**src/rtl/gpu_pkg.sv**
```systemverilog
// Shared GPU display-pipeline types and sizing helpers.
package gpu_pkg;

  typedef enum logic {
    FETCH_IDLE = 1'b0,
    FETCH_RUN  = 1'b1
  } fetch_state_e;

  function automatic int idx_bits(input int palette_length);
    return (palette_length > 1) ? $clog2(palette_length) : 1;
  endfunction

  function automatic int pix_per_word(input int data_bits, input int ib);
    return data_bits / ib;
  endfunction

  function automatic int words_per_line(input int src_w, input int ppw);
    return (src_w + ppw - 1) / ppw;
  endfunction

  // Counter width able to hold 0..n-1, never narrower than one bit.
  function automatic int cnt_bits(input int n);
    return (n > 1) ? $clog2(n) : 1;
  endfunction

endpackage

```
**src/rtl/fb_line_buffer.sv**
```systemverilog
// One-write-port, one-read-port line store with registered read data (1-cycle read latency).
module fb_line_buffer #(
  parameter int DEPTH = 4,
  parameter int WIDTH = 32,
  parameter int AW    = 2
) (
  input  logic             clk,
  input  logic             wr_en,
  input  logic [AW-1:0]    wr_addr,
  input  logic [WIDTH-1:0] wr_data,
  input  logic             rd_en,
  input  logic [AW-1:0]    rd_addr,
  output logic [WIDTH-1:0] rd_data
);

  logic [WIDTH-1:0] mem_q [DEPTH];
  logic [WIDTH-1:0] rd_data_q;

  always_ff @(posedge clk) begin
    if (wr_en) mem_q[wr_addr] <= wr_data;
    if (rd_en) rd_data_q <= mem_q[rd_addr];
  end

  assign rd_data = rd_data_q;

endmodule

```
**src/rtl/framebuffer_fetcher.sv**
```systemverilog
// Streams one frame of palette indices from framebuffer BRAM into the pixel FIFO, replicating DOWNSCALE_FACTOR x in both axes.
// First write 3 cycles after start_i; writes gated combinationally by prog_full/full. FB_FETCH_LINE_BUFFER_EN replays lines from a line buffer.
module framebuffer_fetcher
  import gpu_pkg::*;
#(
  parameter int H_VIS_AREA_PXL   = 800,
  parameter int V_VIS_AREA_PXL   = 600,
  parameter int DOWNSCALE_FACTOR = 2,
  parameter int PALETTE_LENGTH   = 256,
  parameter int BRAM_ADDR_BITS   = 32,
  parameter int BRAM_DATA_BITS   = 32,
  parameter logic [BRAM_ADDR_BITS-1:0] FB_BASE_ADDR = '0
) (
  input  logic                               gpu_clk_i,
  input  logic                               reset_i,
  input  logic                               start_i,
  output logic                               busy_o,
  output logic                               frame_done_o,
  output logic                               bram_clk_o,
  output logic                               bram_rst_o,
  output logic                               bram_en_o,
  output logic [BRAM_ADDR_BITS-1:0]          bram_addr_o,
  input  logic [BRAM_DATA_BITS-1:0]          bram_dout_i,
  output logic [BRAM_DATA_BITS-1:0]          bram_din_o,
  output logic [BRAM_DATA_BITS/8-1:0]        bram_we_o,
  output logic                               pxl_fifo_wr_en_o,
  output logic [$clog2(PALETTE_LENGTH)-1:0]  pxl_fifo_write_data_o,
  input  logic                               pxl_fifo_prog_full_i,
  input  logic                               pxl_fifo_full_i
);

  localparam int IDX_BITS       = idx_bits(PALETTE_LENGTH);
  localparam int SRC_W          = H_VIS_AREA_PXL / DOWNSCALE_FACTOR;
  localparam int SRC_H          = V_VIS_AREA_PXL / DOWNSCALE_FACTOR;
  localparam int PPW            = pix_per_word(BRAM_DATA_BITS, IDX_BITS);
  localparam int WPL            = words_per_line(SRC_W, PPW);
  localparam int BYTES_PER_WORD = BRAM_DATA_BITS / 8;
  localparam int HW             = cnt_bits(SRC_W);
  localparam int YW             = cnt_bits(SRC_H);
  localparam int WW             = cnt_bits(WPL);
  localparam int PW             = cnt_bits(PPW);
  localparam int RW             = cnt_bits(DOWNSCALE_FACTOR);

  typedef logic [BRAM_DATA_BITS-1:0] word_t;

  fetch_state_e state_q, state_d;
  logic [WW-1:0] fetch_word_q, fetch_word_d;
  logic [RW-1:0] fetch_rep_q, fetch_rep_d;
  logic [YW-1:0] fetch_line_q, fetch_line_d;
  logic          fetch_done_q, fetch_done_d;
  logic          inflight_q, inflight_d;
  word_t         buf_q [2];
  word_t         buf_d [2];
  logic          wr_ptr_q, wr_ptr_d, rd_ptr_q, rd_ptr_d;
  logic [1:0]    count_q, count_d;
  logic [PW-1:0] pix_q, pix_d;
  logic [RW-1:0] rep_q, rep_d;
  logic [HW-1:0] h_q, h_d;
  logic [RW-1:0] line_rep_q, line_rep_d;
  logic [YW-1:0] line_q, line_d;

  logic          run, can_issue, issue, push, pop, wr_en, last_wr;
  word_t         in_word, cur_word;
  logic [BRAM_ADDR_BITS-1:0] fetch_addr;

`ifdef FB_FETCH_LINE_BUFFER_EN
  logic          inflight_bram_q, inflight_bram_d;
  logic [WW-1:0] inflight_word_q, inflight_word_d;
  logic          from_bram;
  word_t         lb_rd_data;

  // First replay of each source line comes from BRAM and is recorded here.
  assign from_bram = (fetch_rep_q == '0);

  fb_line_buffer #(
    .DEPTH (WPL),
    .WIDTH (BRAM_DATA_BITS),
    .AW    (WW)
  ) u_line_buffer (
    .clk     (gpu_clk_i),
    .wr_en   (inflight_q && inflight_bram_q),
    .wr_addr (inflight_word_q),
    .wr_data (bram_dout_i),
    .rd_en   (issue && !from_bram),
    .rd_addr (fetch_word_q),
    .rd_data (lb_rd_data)
  );
`endif

  assign run      = (state_q == FETCH_RUN);
  assign cur_word = buf_q[rd_ptr_q];

  always_comb begin
    state_d      = state_q;
    fetch_word_d = fetch_word_q;
    fetch_rep_d  = fetch_rep_q;
    fetch_line_d = fetch_line_q;
    fetch_done_d = fetch_done_q;
    buf_d        = buf_q;
    wr_ptr_d     = wr_ptr_q;
    rd_ptr_d     = rd_ptr_q;
    pix_d        = pix_q;
    rep_d        = rep_q;
    h_d          = h_q;
    line_rep_d   = line_rep_q;
    line_d       = line_q;
    issue        = 1'b0;
    push         = 1'b0;
    pop          = 1'b0;
    last_wr      = 1'b0;
    in_word      = bram_dout_i;
`ifdef FB_FETCH_LINE_BUFFER_EN
    if (!inflight_bram_q) in_word = lb_rd_data;
`endif

    can_issue = run && !fetch_done_q && ((count_q + {1'b0, inflight_q}) < 2'd2);
`ifdef FB_FETCH_LINE_BUFFER_EN
    // Avoid reading a line-buffer word in the same cycle it is still being recorded.
    if (!from_bram && inflight_bram_q) can_issue = 1'b0;
`endif
    if (can_issue) begin
      issue = 1'b1;
      if (fetch_word_q == WW'(WPL - 1)) begin
        fetch_word_d = '0;
        if (fetch_rep_q == RW'(DOWNSCALE_FACTOR - 1)) begin
          fetch_rep_d = '0;
          if (fetch_line_q == YW'(SRC_H - 1)) begin
            fetch_line_d = '0;
            fetch_done_d = 1'b1;
          end else begin
            fetch_line_d = fetch_line_q + 1'b1;
          end
        end else begin
          fetch_rep_d = fetch_rep_q + 1'b1;
        end
      end else begin
        fetch_word_d = fetch_word_q + 1'b1;
      end
    end

    // Returning read data is always captured; issue gating guarantees a free entry.
    if (run && inflight_q) begin
      push            = 1'b1;
      buf_d[wr_ptr_q] = in_word;
      wr_ptr_d        = ~wr_ptr_q;
    end

    wr_en = run && (count_q != 2'd0) && !pxl_fifo_prog_full_i && !pxl_fifo_full_i;
    if (wr_en) begin
      if (rep_q == RW'(DOWNSCALE_FACTOR - 1)) begin
        rep_d = '0;
        if (h_q == HW'(SRC_W - 1)) begin
          h_d      = '0;
          pix_d    = '0;
          pop      = 1'b1;
          if (line_rep_q == RW'(DOWNSCALE_FACTOR - 1)) begin
            line_rep_d = '0;
            if (line_q == YW'(SRC_H - 1)) begin
              line_d  = '0;
              last_wr = 1'b1;
              state_d = FETCH_IDLE;
            end else begin
              line_d = line_q + 1'b1;
            end
          end else begin
            line_rep_d = line_rep_q + 1'b1;
          end
        end else begin
          h_d = h_q + 1'b1;
          if (pix_q == PW'(PPW - 1)) begin
            pix_d = '0;
            pop   = 1'b1;
          end else begin
            pix_d = pix_q + 1'b1;
          end
        end
      end else begin
        rep_d = rep_q + 1'b1;
      end
    end
    if (pop) rd_ptr_d = ~rd_ptr_q;
    count_d = count_q + {1'b0, push} - {1'b0, pop};

    // Start (or restart) wins over everything this cycle, including a final write.
    if (start_i) begin
      state_d      = FETCH_RUN;
      fetch_word_d = '0;
      fetch_rep_d  = '0;
      fetch_line_d = '0;
      fetch_done_d = 1'b0;
      count_d      = '0;
      wr_ptr_d     = 1'b0;
      rd_ptr_d     = 1'b0;
      pix_d        = '0;
      rep_d        = '0;
      h_d          = '0;
      line_rep_d   = '0;
      line_d       = '0;
      issue        = 1'b0;
      wr_en        = 1'b0;
      last_wr      = 1'b0;
    end

    inflight_d = issue;
`ifdef FB_FETCH_LINE_BUFFER_EN
    inflight_bram_d = issue && from_bram;
    inflight_word_d = fetch_word_q;
`endif
  end

  always_ff @(posedge gpu_clk_i) begin
    if (reset_i) begin
      state_q      <= FETCH_IDLE;
      fetch_word_q <= '0;
      fetch_rep_q  <= '0;
      fetch_line_q <= '0;
      fetch_done_q <= 1'b0;
      inflight_q   <= 1'b0;
      buf_q        <= '{default: '0};
      wr_ptr_q     <= 1'b0;
      rd_ptr_q     <= 1'b0;
      count_q      <= '0;
      pix_q        <= '0;
      rep_q        <= '0;
      h_q          <= '0;
      line_rep_q   <= '0;
      line_q       <= '0;
`ifdef FB_FETCH_LINE_BUFFER_EN
      inflight_bram_q <= 1'b0;
      inflight_word_q <= '0;
`endif
    end else begin
      state_q      <= state_d;
      fetch_word_q <= fetch_word_d;
      fetch_rep_q  <= fetch_rep_d;
      fetch_line_q <= fetch_line_d;
      fetch_done_q <= fetch_done_d;
      inflight_q   <= inflight_d;
      buf_q        <= buf_d;
      wr_ptr_q     <= wr_ptr_d;
      rd_ptr_q     <= rd_ptr_d;
      count_q      <= count_d;
      pix_q        <= pix_d;
      rep_q        <= rep_d;
      h_q          <= h_d;
      line_rep_q   <= line_rep_d;
      line_q       <= line_d;
`ifdef FB_FETCH_LINE_BUFFER_EN
      inflight_bram_q <= inflight_bram_d;
      inflight_word_q <= inflight_word_d;
`endif
    end
  end

  assign fetch_addr = FB_BASE_ADDR +
      BRAM_ADDR_BITS'((int'(fetch_line_q) * WPL + int'(fetch_word_q)) * BYTES_PER_WORD);

`ifdef FB_FETCH_LINE_BUFFER_EN
  assign bram_en_o = issue && from_bram;
`else
  assign bram_en_o = issue;
`endif
  assign bram_addr_o           = bram_en_o ? fetch_addr : '0;
  assign bram_clk_o            = gpu_clk_i;
  assign bram_rst_o            = reset_i;
  assign bram_din_o            = '0;
  assign bram_we_o             = '0;
  assign busy_o                = run;
  assign frame_done_o          = last_wr;
  assign pxl_fifo_wr_en_o      = wr_en;
  assign pxl_fifo_write_data_o = cur_word[int'(pix_q) * IDX_BITS +: IDX_BITS];

endmodule

```
**config.mk**
```make
export PLATFORM = sky130hd
export DESIGN_NAME = framebuffer_fetcher
export DESIGN_NICKNAME = d
export VERILOG_FILES = /design/src/rtl/gpu_pkg.sv /design/src/rtl/fb_line_buffer.sv /design/src/rtl/framebuffer_fetcher.sv
export SDC_FILE = /design/constraint.sdc
export NUM_CORES = 1
export LEC_CHECK = 0
export ABC_AREA = 0
export ABC_CLOCK_PERIOD_IN_PS = 3950
export BUFFER_PORTS_ARGS = -buffer_cell sky130_fd_sc_hd__buf_2
export CORE_MARGIN = 5
export CORE_UTILIZATION = 51
export CTS_CLUSTER_SIZE = 14
export DETAILED_ROUTE_END_ITERATION = 10
export PLACE_DENSITY = 0.75
export SETUP_SLACK_MARGIN = 0.4
export SYNTH_ARGS = -nofsm -noshare
export SYNTH_HDL_FRONTEND = slang
export SYNTH_SLANG_ARGS = --single-unit
```
**constraint.sdc**
```tcl
create_clock -name gpu_clk_i -period 3.95 [get_ports gpu_clk_i]
set_clock_uncertainty 0.1 [all_clocks]
set_input_delay 0.79 -clock gpu_clk_i [delete_from_list [all_inputs] [get_ports gpu_clk_i]]
set_output_delay 0.79 -clock gpu_clk_i [all_outputs]
set_load 0.005 [all_outputs]
```
==> impl_summary.txt, run 1 <==
----------------------------------------------------
[Synthesis]
  Total of warnings raised by yosys ... 0
  Share of flip-flops with an asynchronous set or reset ... 0%
  Register bit total from synthesis ... 110
  Top cell type by total area after synthesis ... dfxtp_1
  Most used DFF post-synth ... dfxtp_1
  Avg Inst Size Synth ... roughly 8.4 sq um
  Syn Inst Count ... 770
  Number of enable flip-flop cells after synthesis ... 0
  Seq/Total Area, Yosys ... 34.19%
  Fraction of post-synthesis cell area in the top cell type by area ... around a third
  Number of distinct library cell variants in the gate-level netlist after synthesis ... 53
  Dominant cells by area after synthesis ... dfxtp_1 (34%), nand2_1 (9.4%), ha_1 (8.9%)
  Synthesized area ... roughly 0.0064 sq mm

[STA]
  Relative max-transition margin ... 39.97%
  Total Negative Setup Slacks ... -3.875 ns
  Final Max Slew Viols ... 0
  Transition time of the tightest slew-check pin ... 0.8992 ns
  Unrepaired setup endpoints after global routing ... yes
  Final critical-path setup slack ... -0.6180 ns
  Hold violation count in the final report ... 0
  Highest clock rate ... 218.9 MHz
  Period utilisation layout ... 115.6%
  Final-report setup violation count ... 9
  Post-layout minimum cycle time ... 4.568 ns

[Power]
  Reported net switching power ... 514.2 uW
  Combinational power share ... 3.9%
  Clock network power share ... 46.4%
  Sw frac ... between 20% and 30%
  Flop pwr share ... 49.7%
  Total power per unit cell area ... 283.9 mW/mm^2
  Leakage power total ... 3.260 nW
  Post-layout total power ... 2.248 mW
  Internal Pwr Total ... 1.734 mW
  Worst vdd ir ... 0.0002850 V

[Global route]
  Global route overflow ... 0
  Met1 capacity usage during global routing ... 25.08%
  First-pass GRT wire length ... 24,160 um
  Met2 capacity usage during global routing ... a little over a third
  All-Layer GR Usage ... ~20%
  Vias in the first global route ... 5,128
  Met3 demand-to-capacity share in global routing ... 3.180%
  Antenna violations before repair ... 0
  Layer with the highest usage after global routing ... met2
  Maximum number of pins on one net before global-route repair ... 67

[Setup path]
  Number of cells traversed by the worst register-to-register path ... 11
  Crit start category ... register
  Critical Path Most Common Cell ... ha_4
  Crit path max-delay cell type ... fa_1
  Cell family with the largest share of critical-path delay ... adder cells
  Slowest Stage Delay on Critical Path ... 0.51 ns
  Critical path buffer and inverter count ... 5
  Crit Reg-Reg Startpoint ... h_q[0]
  Crit path max fanout ... 6
  Endpoint of the worst-slack reg-to-reg timing path ... count_q[1]
  Start-to-end type of the worst setup path ... register to primary output
  Arrival time worst endpoint ... approximately 3.7 ns
  Critical-path cell list ... inv_4, ha_4, inv_2, ha_4, inv_1, fa_1, inv_2, ha_4, o21ai_4, or4b_1, o311a_1, nand3b_4, or3_1, a21oi_2, buf_2
  FF-to-FF setup slack ... 1.19 ns
  Worst path required time ... 3.06 ns
  Crit. End Element ... primary output

[Finish]
  Area overhead of the layout relative to synthesis ... 22.96%
  Antenna diodes ... 0
  Fraction of the core area covered by cells at the end of the flow ... between 60 and 70%
  Fraction of layout cells with a size suffix above 1 ... between 20% and 30%
  Total Nets Final ... 961
  Finished Cell Area ... 0.007919 sq mm
  Fillers ... 1,046

[Place]
  Placed inst area ... 0.007159 sq mm
  Buffers added on ports ... 67
  Pre-CTS WS ... -0.1840 ns
  RD Place Congestion ... roughly 0.79
  Dpl hpwl ... 9880 um

[Die]
  Vertical die dimension ... 122.4 um
  Cell Rows ... 41
  Effective utilization at floorplan ... 51.45%
  X dimension of the die ... about 120 um
  Die area ... 0.01497 sq mm
  Core area ... 0.01252 sq mm
  # IOs ... roughly 120

[Drt]
  Final wirelength ... around 15,000 um
  Routed wirelength normalized by instance count ... 14.02 um
  Antenna Nets Post-Route ... 0
  First drt pass iteration count ... 5
  Vias after detailed routing ... approximately 5,400
  DRC ... 0
  Initial DRC count ... 239
  Per-cell via count in the routed design ... about 5.2

[Clock network]
  Clock tree from TritonCTS ... done
  Clock insertion delay at the later pin of the skew report ... 0.46 ns
  Hold bufs inserted after CTS ... 0
  Clock transition at the registers of the reported paths ... 0.08 ns

[Worst hold path]
  Worst hold path startpoint ... buf_q[1]
  Number of cells traversed by the worst hold path ... 2
  Hold WC Path Type ... register to register
  Endpoint of the worst hold path ... buf_q[1]

[Job]
  Max cap viols ... 0

[Status]
  Run status ... finished, violations left
  Violations in the final reports ... setup timing

----------------------------------------------------
registers in the layout (all words and copies together) (netlist names), 2 cells and up:
register	flops
fetch_line_q	9
h_q	9
fetch_word_q	7
buf_q	64
count_q	2
pix_q	2
line_q	9
kinds of logic after synthesis:
group           synth area share [%]
mux                            7.616
compound gates                 10.96
other cells                  0.05823
flops                          34.19
simple gates                   21.16
xor+xnor                       5.984
fa+ha+maj                      10.49
buf+inv                        9.539
synth_stat cells (all sizes together) (3+ instances only):
cell type  instances
mux4              16
nand3             16
clkbuf            26
a21oi             86
ha                46
nor3               9
nand4             13
or2                6
nor4               5
fa                 5
or3               10
and3               5
buf               57
nand2            161
o21ai             15
a211oi             5
and2               9
mux2               8
nor2              53
nand2b             7
inv               26
a21o               4
dfxtp            110
mux2i              4
xnor2             21
xor2              23
o21a               3
through the flow:
step,hold slack (ns),std cells
final,0.3554,1050
after global routing,0.3717,1050
after CTS,0.3562,1049
after detailed placement,0.3455,1023
after global placement,0.3401,1023
after floorplan,0.3280,820
layer usage:
metal / wire length (um) / up-vias
li1: - / 2715
met1: 6263 / 2551
met2: 7456 / 139
met3: 727 / 25
met4: 270 / 0
met5: 0 / -
final cells by class:
cell class	count	area [sq um]	area share, %
flip-flops and latches	110	2218	28.01
repair buffers	121	758.2	9.575
multi-input cells	600	4249	53.66
inverters	27	106.4	1.343
clock buffers	15	322.8	4.076
well taps	172	215.2	2.718
clock inverters	5	48.80	0.6162
timing repair:
item / 4_1_cts / 5_1_grt
gates cloned: 0 / 0
setup buffers: 7 / 1
gates resized for setup: 44 / 10
endpoints found under the setup margin: 10 / 11
pin swaps: 15 / 3
power groups by stage:
stage	sequential (mW)	combinational, mW	clock, mW
floorplan	1.14	0.0839	0.0164
global placement	1.15	0.0846	0.0110
CTS	1.12	0.0859	1.06
global route	1.12	0.0991	1.11
finish	1.12	0.0874	1.04
detailed placement	1.15	0.0851	0.0110
worst max path at each step:
| stage | startpoint | end | slack (ns) | depth (start not counted) |
|---|---|---|---|---|
| detailed placement | fetch_line_q[2] | bram_addr_o[17] | -0.18 | 13 |
| global route | fetch_line_q[4] | bram_addr_o[14] | -0.74 | 14 |
| CTS | fetch_line_q[4] | bram_addr_o[14] | -0.59 | 14 |
| floorplan | fetch_line_q[4] | bram_addr_o[14] | 0.01 | 13 |
| global placement | fetch_line_q[2] | bram_addr_o[14] | -0.13 | 13 |
| finish | fetch_line_q[2] | bram_addr_o[14] | -0.62 | 15 |
worst min-delay path: cells and delay by family, from the launching register on:
kind               cells  cell delay, ns
and+or+nand+nor        1            0.05
DFF                    1            0.31
AOI/OAI and AO/OA      1            0.05
layout by cell type, fill, tap and decap left out, types with 5 or more instances in the layout:
cell	count
nand2_1	160
dfxtp_1	105
a21oi_1	81
buf_2	67
conb_1	51
buf_4	51
nor2_1	49
ha_1	28
inv_1	19
xor2_1	19
xnor2_1	19
mux4_2	16
nand3_1	15
ha_4	15
nand4_1	13
clkbuf_16	12
o21ai_0	11
or3_1	10
and2_1	9
mux2_2	8
nand2b_1	6
nor3_1	6
or2_2	5
inv_2	5
and3_1	5
No activity file was read; power rests on OpenSTA's default activity.
==> inputs of run 2 (changes only) <==
--- a/config.mk
+++ b/config.mk
@@ -8,11 +8,13 @@
 export ABC_AREA = 0
 export ABC_CLOCK_PERIOD_IN_PS = 3950
 export BUFFER_PORTS_ARGS = -buffer_cell sky130_fd_sc_hd__buf_2
+export CELL_PAD_IN_SITES_DETAIL_PLACEMENT = 1
+export CELL_PAD_IN_SITES_GLOBAL_PLACEMENT = 2
 export CORE_MARGIN = 5
-export CORE_UTILIZATION = 51
+export CORE_UTILIZATION = 30
 export CTS_CLUSTER_SIZE = 14
 export DETAILED_ROUTE_END_ITERATION = 10
-export PLACE_DENSITY = 0.75
+export PLACE_DENSITY_LB_ADDON = 0.1
 export SETUP_SLACK_MARGIN = 0.4
 export SYNTH_ARGS = -nofsm -noshare
 export SYNTH_HDL_FRONTEND = slang
==> impl_summary.txt, run 2 (same netlist as run 1, synthesis figures left out) <==
----------------------------------------------------
[Status]
  Run status ... finished, violations left
  Violations in the final reports ... setup timing

[Global route]
  All-Layer GR Usage ... 15.48% (-4.6 points)
  Met3 demand-to-capacity share in global routing ... 3.042% (-0.14 points)
  Antenna violations before repair ... 1 (+1)
  Maximum number of pins on one net before global-route repair ... 68 (+1.5%)
  Met2 capacity usage during global routing ... 26.27% (-8.5 points)
  Met1 capacity usage during global routing ... 20.53% (-4.6 points)
  Global route overflow ... 0 (unchanged)
  Vias in the first global route ... 5,981 (+17%)
  First-pass GRT wire length ... 30,590 um (+27%)
  Layer with the highest usage after global routing ... met2

[Setup path]
  FF-to-FF setup slack ... 1.18 ns (about the same)
  Crit path launch ... fetch_line_q[4]
  Number of cells traversed by the worst register-to-register path ... 11 (unchanged)
  Crit start category ... register
  Arrival time worst endpoint ... 3.73 ns (+0.05 ns)
  Endpoint of the worst-slack reg-to-reg timing path ... count_q[1]
  Crit path max fanout ... 6 (unchanged)
  Crit. End Element ... primary output
  Worst path required time ... 3.06 ns (about the same)
  Start-to-end type of the worst setup path ... register to primary output
  Crit Reg-Reg Startpoint ... h_q[0]

[STA]
  Post-layout minimum cycle time ... 4.622 ns (+0.05377 ns)
  Relative max-transition margin ... 41.97% (+2.0 points)
  Final critical-path setup slack ... -0.6717 ns (-0.05377 ns)
  Highest clock rate ... 216.4 MHz (-1.2%)
  Unrepaired setup endpoints after global routing ... yes
  Hold violation count in the final report ... 0 (unchanged)
  Final-report setup violation count ... 9 (unchanged)
  Tightest hold margin ... 0.3548 ns (-0.0006400 ns)
  Transition time of the tightest slew-check pin ... 0.8684 ns (-0.03076 ns)
  Period utilisation layout ... 117.0% (+1.4 points)
  Final Max Slew Viols ... 0 (unchanged)

[Drt]
  Routed wirelength normalized by instance count ... 16.19 um (+15%)
  Antenna Nets Post-Route ... 0 (unchanged)
  DRC ... 0 (unchanged)
  First drt pass iteration count ... 4 (-1)
  Final wirelength ... 18,940 um (+29%)
  Initial DRC count ... 245 (+2.5%)
  Vias after detailed routing ... 5,574 (+2.7%)
  Per-cell via count in the routed design ... 4.764 (-7.9%)

[Die]
  Effective utilization at floorplan ... 30.54% (-21 points)
  Vertical die dimension ... 156.5 um (+28%)
  # IOs ... 119 (unchanged)
  X dimension of the die ... 156.5 um (+28%)
  Cell Rows ... 53 (+29%)
  Die area ... 0.02450 sq mm (+64%)
  Core area ... 0.02109 sq mm (+68%)

[Finish]
  Flip-flop count of the largest register after layout ... 64 (unchanged)
  Most common cell after layout, fill and taps aside ... nand2_1
  Total Nets Final ... 978 (+1.8%)
  Largest Register ... buf_q
  Antenna diodes ... 0 (unchanged)
  Fraction of the core area covered by cells at the end of the flow ... 39.25% (-24 points)
  Leading cell types in the layout, fill and taps excluded ... nand2_1 (160), dfxtp_1 (105), a21oi_1 (80)
  Area overhead of the layout relative to synthesis ... 28.52%
  Fraction of layout cells with a size suffix above 1 ... 28.72% (+2.4 points)

[Power]
  Total power per unit cell area ... 280.0 mW/mm^2 (-1.4%)
  Leakage power total ... 3.382 nW (+3.8%)
  Worst vdd ir ... 0.0001962 V (-31%)

[Clock network]
  Clock tree from TritonCTS ... done
  Hold bufs inserted after CTS ... 0 (unchanged)
  Clock insertion delay at the later pin of the skew report ... 0.47 ns (about the same)
  Clock transition at the registers of the reported paths ... 0.07 ns (about the same)

[Worst hold path]
  Number of cells traversed by the worst hold path ... 2 (unchanged)
  Hold WC Path Type ... register to register
  Endpoint of the worst hold path ... buf_q[26]
  Worst hold path startpoint ... buf_q[26]

[Place]
  Buffers added on ports ... 67 (unchanged)
  RD Place Congestion ... 0.7628 (-3.3%)
  Dpl hpwl ... 13,600 um (+38%)

[Job]
  Max cap viols ... 0 (unchanged)

----------------------------------------------------
-- run 2: how the worst max path moves through the flow --
| stage | slack [ns] | cells after the start | end |
|---|---|---|---|
| floorplan | 0.01 | 13 | bram_addr_o[14] |
| global placement | -0.15 | 13 | bram_addr_o[14] |
| detailed placement | -0.24 | 15 | bram_addr_o[16] |
| CTS | -0.63 | 13 | bram_addr_o[16] |
| global route | -0.83 | 14 | bram_addr_o[14] |
| finish | -0.67 | 13 | bram_addr_o[14] |
-- run 2: routing by layer --
layer	wire, um	part of all wire [%]	vias up
li1	-	-	2742
met1	8959	47	2731
met2	9217	49	82
met3	579	3.1	17
met4	172	0.91	2
met5	7	0.037	-
-- run 2: where the power goes --
part / switching (mW) / internal (mW) / leakage, nW
combinational: 0.0666 / 0.0279 / 2.31
sequential: 0.00533 / 1.11 / 0.890
clock: 0.444 / 0.663 / 0.187
total: 0.516 / 1.80 / 3.38
-- run 2: area by class of cell --
cell class	count	area (sq um)
clock buffers	17	340.3
multi-input cells	600	4320
flip-flops and latches	110	2218
well taps	275	344.1
fillers	2491	12810
clock inverters	3	42.54
inverters	27	106.4
repair buffers	138	904.6
-- run 2: per-stage QoR --
stage	cells	TNS [ns]	worst slack [ns]	total power [mW]	instance area (sq um)
6_report	1170	-4.431	-0.6717	2.317	8277
5_1_grt	1170	-5.719	-0.8324	2.416	8277
4_1_cts	1160	-4.051	-0.6258	2.360	8053
3_5_place_dp	1133	-1.085	-0.2423	1.250	7346
3_3_place_gp	1133	-0.6392	-0.1533	1.247	7346
2_1_floorplan	820	0	0.01333	1.244	6766
-- run 2: what timing repair did --
| item | CTS | global route |
|---|---|---|
| pin swaps | 16 | 14 |
| resized for setup | 45 | 24 |
| buffers inserted | 8 | 10 |
| setup endpoints to repair | 10 | 11 |
-- run 2: critical path: stages, from the launching register on --
cell and delay, ns:
dfxtp_4 0.38, ha_4 0.25, ha_4 0.26, inv_2 0.03, fa_1 0.49, inv_2 0.05, ha_4 0.28, o21ai_4 0.07
or4b_1 0.46, o311a_1 0.14, nand3b_4 0.22, or3_4 0.39, a21oi_2 0.13, buf_2 0.12
